### src/rtl/alu_cmd_sequencer.sv
// alu_cmd_sequencer: issues commands to the ALU, holds operands SETTLE cycles, returns the captured result and flags
module alu_cmd_sequencer #(
  parameter int WIDTH  = 16,
  parameter int OPW    = 3,
  parameter int SETTLE = 1
) (
  input  logic             clk,
  input  logic             rst_n,
  input  logic             cmd_valid,
  output logic             cmd_ready,
  input  logic [OPW-1:0]   cmd_op,
  input  logic [WIDTH-1:0] cmd_a,
  input  logic [WIDTH-1:0] cmd_b,
  input  logic             cmd_chain,
  output logic [OPW-1:0]   alu_op,
  output logic [WIDTH-1:0] alu_a,
  output logic [WIDTH-1:0] alu_b,
  input  logic [WIDTH-1:0] alu_result,
  input  logic             alu_co,
  input  logic             alu_overflow,
  input  logic             alu_zero,
  output logic             rsp_valid,
  input  logic             rsp_ready,
  output logic [WIDTH-1:0] rsp_result,
  output logic [3:0]       rsp_flags,
  output logic [3:0]       sticky_flags,
  input  logic             clr_sticky,
  output logic [15:0]      op_count
);
  typedef enum logic [1:0] {IDLE, ISSUE, RESP} state_t;
  state_t state_q, state_d;
  logic cmd_ready_q, cmd_ready_d, rsp_valid_q, rsp_valid_d, cap;
  logic [3:0] cnt_q, cnt_d, rsp_flags_q, rsp_flags_d, sticky_q, sticky_d, new_flags;
  logic [OPW-1:0] op_q, op_d;
  logic [WIDTH-1:0] a_q, a_d, b_q, b_d, res_q, res_d, last_q, last_d;
  logic [15:0] op_count_q, op_count_d;
  assign new_flags = {alu_overflow, alu_co, alu_zero, alu_result[WIDTH-1]};
  always_comb begin
    state_d = state_q;
    cmd_ready_d = cmd_ready_q;
    rsp_valid_d = rsp_valid_q;
    cnt_d = cnt_q;
    op_d = op_q;
    a_d = a_q;
    b_d = b_q;
    res_d = res_q;
    last_d = last_q;
    rsp_flags_d = rsp_flags_q;
    op_count_d = op_count_q;
    cap = 1'b0;
    unique case (state_q)
      IDLE: begin
        cmd_ready_d = 1'b1;
        if (cmd_valid && cmd_ready_q) begin
          op_d = cmd_op;
          a_d = cmd_chain ? last_q : cmd_a;
          b_d = cmd_b;
          cnt_d = 4'(SETTLE - 1);
          cmd_ready_d = 1'b0;
          state_d = ISSUE;
        end
      end
      ISSUE: begin
        if (cnt_q != 4'd0) cnt_d = cnt_q - 4'd1;
        else begin
          cap = 1'b1;
          res_d = alu_result;
          last_d = alu_result;
          rsp_flags_d = new_flags;
          op_count_d = op_count_q + 16'd1;
          rsp_valid_d = 1'b1;
          state_d = RESP;
        end
      end
      RESP: begin
        if (rsp_ready) begin
          rsp_valid_d = 1'b0;
          cmd_ready_d = 1'b1;
          state_d = IDLE;
        end
      end
      default: state_d = IDLE;
    endcase
    sticky_d = (clr_sticky ? 4'h0 : sticky_q) | (cap ? new_flags : 4'h0);
  end
  always_ff @(posedge clk or negedge rst_n) begin
    if (!rst_n) begin
      state_q <= IDLE;
      cmd_ready_q <= 1'b0;
      rsp_valid_q <= 1'b0;
      cnt_q <= '0;
      op_q <= '0;
      a_q <= '0;
      b_q <= '0;
      res_q <= '0;
      last_q <= '0;
      rsp_flags_q <= '0;
      sticky_q <= '0;
      op_count_q <= '0;
    end else begin
      state_q <= state_d;
      cmd_ready_q <= cmd_ready_d;
      rsp_valid_q <= rsp_valid_d;
      cnt_q <= cnt_d;
      op_q <= op_d;
      a_q <= a_d;
      b_q <= b_d;
      res_q <= res_d;
      last_q <= last_d;
      rsp_flags_q <= rsp_flags_d;
      sticky_q <= sticky_d;
      op_count_q <= op_count_d;
    end
  end
  assign cmd_ready = cmd_ready_q;
  assign rsp_valid = rsp_valid_q;
  assign alu_op = op_q;
  assign alu_a = a_q;
  assign alu_b = b_q;
  assign rsp_result = res_q;
  assign rsp_flags = rsp_flags_q;
  assign sticky_flags = sticky_q;
  assign op_count = op_count_q;
endmodule

### config.mk
export PLATFORM = sky130hd
export DESIGN_NAME = alu_cmd_sequencer
export DESIGN_NICKNAME = d
export VERILOG_FILES = /design/src/rtl/alu_cmd_sequencer.sv
export SDC_FILE = /design/constraint.sdc
export NUM_CORES = 1
export LEC_CHECK = 0
export CAP_MARGIN = 0
export CORE_ASPECT_RATIO = 1.2
export CORE_UTILIZATION = 44
export CTS_BUF_LIST = sky130_fd_sc_hd__clkbuf_2 sky130_fd_sc_hd__clkbuf_4 sky130_fd_sc_hd__clkbuf_8
export DETAILED_ROUTE_END_ITERATION = 7
export HOLD_SLACK_MARGIN = 0.1
export PLACE_DENSITY_LB_ADDON = 0.08
export SLEW_MARGIN = 0
export SYNTH_ARGS = -nofsm -noshare
export SYNTH_HDL_FRONTEND = slang
export SYNTH_SLANG_ARGS = --single-unit
### constraint.sdc
create_clock -name clk -period 2.1 [get_ports clk]
set_input_delay 0.315 -clock clk [delete_from_list [all_inputs] [get_ports clk]]
set_output_delay 0.315 -clock clk [all_outputs]
set_load 0.02 [all_outputs]
==> impl_metrics.ini <==
[run_status]
outcome = finished, final reports clean

[pwr]
clkPwrFrac_pct = 14.9
seqPwrFrac_pct = 37.2
ir_drop_uv = 836.1
p_int_uw = 4471
switching_share_pct = 37.47
power_switching_uw = 2679
power.leakage_uw = 0.002271
combPwrFrac_pct = 47.9
power.density_mw_per_mm2 = 1412

[floorplanning]
die_area_mm2 = 0.008016
core_mm2 = 0.007317
ios = 137
start_util_pct = 46.07
die_x_um = 81.90
chipHeight_um = 97.88
core.rowCount = 34

[synth]
yosys-top-cells-count = dfrtp_1 (82), nand2_1 (68), nor2_1 (24)
ys.warnings.count = 0
yosysTopAreaCell = dfrtp_1
synth_edf_count = 0
synth_nets = 364
post_synth_num_cell_types = 30
synthTopCellsByArea = dfrtp_1 (61%), nand2_1 (7.6%), mux2_2 (6.7%)
ys_ff_latch = 82
synth_area_per_cell_um2 = 11.16
synthDominantCellAreaShare_pct = 60.88
ys_seq_area_share_pct = 60.88
syn_area_mm2 = 0.003371
synth_most_common_cell = dfrtp_1
synth_cells = 302
async_flop_share_pct = 100.0
synth_ff_type = dfrtp_1

[global_routing]
grt_pass1_wl_um = 13020
grt_max_degree = 83
track_usage_pct = 21.38
grt_overflow = 0
antenna_found_initial = 0
grt_pass1_vias = 2829

[cts]
post_cts_buffers = 0
h-tree-depth = 3
post_cts_resize_count = 0
clk_path_buf_depth = 2
cts_root_buffer = clkbuf_8
path_clk_slew_ns = 0.07
cts_tree = built
clk_latency_ns = 0.34
numCtsBuffers = 9
clkSinkCount = 82

[timing]
worst_pin_slew_ns = 0.4312
final-hold-violation-count = 0
slew_viol_final = 0
fmax_mhz = 528.6
fin_worst_skew_ns = 0.008314
finalSetupViolCount = 0
fin_crit_ns = 1.892
rsz0062_at_grt = no
fin_setup_tns_ns = 0
slew_headroom_pct = 71.25
fin_crit_sh_pct = 90.09

[critical_path]
crit_chain = inv_1 -> ha_1 -> or3b_1 -> or2_1 -> buf_4 -> xnor2_1
crit_path_end = op_count[0]
rr_endpoint = op_count[0]
cp-start-kind = register
crit_path_end_kind = register
cp_top_family = simple AND/OR/NAND/NOR gates
critPathLaunch = cnt_q[0]
r2r_start = cnt_q[0]
path_buf_inv = 2
timing_worst_setup_path_type = register to register
max_stage_delay_ns = 0.45
crit_cells = 6
r2r_slack_ns = 0.21
worst_ep_arrival_time_ns = 2.12
critPathRequiredTime_ns = 2.32
cp_slowest_cell = or3b_1
crit_fanout = 11
r2r_cells = 6

[flow_run]
cap_violations = 0

[layout]
nNetsFinal = 510
insertedDiodeCount = 0
fin_area_mm2 = 0.005065
layout-drive-gt1-share_pct = 11.09
area_delta_synth_final_pct = 50.26

[route]
ant_nets = 0
routedWlPerCell_um = 14.13
wl_um = 7642
via_per_inst = 4.924
vias = 2664
dr.pass1.iters = 4
drc = 0
drtIter0Drc = 81

[placement]
place_area_mm2 = 0.004878
place.port_buffers = 136
hpwl_um = 5567
gp_congestion = 0.8013

[worst_hold_path]
min-delay-path-class = register to register
[repair_timing]
action / 4_1_cts / 5_1_grt
hold endpoints to repair: 82 / 0
hold buffers: 1 / 0
endpoints found under the setup margin: 0 / 0
[placed cells by master (no fill, tap or decap), drive strengths merged, types with 6 or more instances in the layout]
cell type and count:
clkdlybuf4s50 135, inv 9, clkbuf 10, mux2 20
a21oi 17, buf 13, nand3 6, o21ai 6
dfrtp 82, mux2i 17, xnor2 13, nand2 68
nor2 24
[how the worst min path moves through the flow]
stage | startpoint | end | slack (ns) | cells after the start
after floorplan | rst_n | alu_a[0] | 0.02 | 0
final | op_count[15] | op_count[15] | 0.47 | 1
after global routing | alu_result[8] | last_q[8] | 0.50 | 3
after CTS | alu_result[0] | last_q[0] | 0.48 | 3
after detailed placement | rst_n | alu_b[13] | 0.38 | 2
after global placement | rst_n | alu_b[13] | 0.38 | 2
[power by group through the flow]
stage	logic [uW]	registers, uW	clock network [uW]
5_1_grt	3710	2750	1170
3_3_place_gp	3390	2670	0
6_report	3420	2660	1070
2_1_floorplan	1120	3350	0
3_5_place_dp	3460	2690	0
4_1_cts	3470	2670	1090
[per-layer routing]
metal	vias to the layer above	track usage (%)	wire [um]
li1	1280	-	-
met1	1279	26.16	3058
met2	90	33.69	3740
met3	15	7.103	641
met4	0	9.717	202
met5	-	0	0
[worst register-to-register path: stages, from the launching register on]
cell	delay, ns
dfrtp_1	0.40
inv_1	0.06
ha_1	0.19
or3b_1	0.45
or2_1	0.33
buf_4	0.21
xnor2_1	0.13
[final cells by class]
type / count / area (um2)
well taps: 90 / 112.6
inverters: 9 / 33.78
clock buffers: 10 / 131.4
fillers: 599 / 2252
clock inverters: 4 / 45.04
multi-input cells: 197 / 1219
flip-flops and latches: 82 / 2052
repair buffers: 149 / 1471
[cell families after synthesis]
logic type | after synthesis | synth area share (%)
and+or+nand+nor | 117 | 15.37
DFF | 82 | 60.88
muxes | 37 | 11.73
AOI/OAI and AO/OA | 24 | 3.638
buffers and inverters | 23 | 3.229
xor gates and xnor gates | 17 | 4.417
adders and majority gates | 2 | 0.7423
[metrics by stage]
stage | power (uW) | instances | worst slack (ns) | utilization, % | hold slack, ns
6_report | 7150 | 541 | 0.2082 | 69.22 | 0.4717
5_1_grt | 7638 | 541 | 0.06917 | 69.22 | 0.5044
4_1_cts | 7237 | 541 | 0.2051 | 69.22 | 0.4832
3_5_place_dp | 6147 | 526 | 0.2311 | 66.67 | 0.3783
3_3_place_gp | 6060 | 526 | 0.2831 | 66.67 | 0.3802
2_1_floorplan | 4468 | 302 | 0.3043 | - | 0.01941
[sequential cells by signal, indices dropped and copies added, names as in the netlist]
signal	cells
alu_a	16
alu_b	16
alu_op	3
cmd_ready	1
cnt_q	4
last_q	15
op_count	16
rsp_flags	4
rsp_valid	1
state_q	2
sticky_flags	4
No activity file was read; power rests on OpenSTA's default activity.
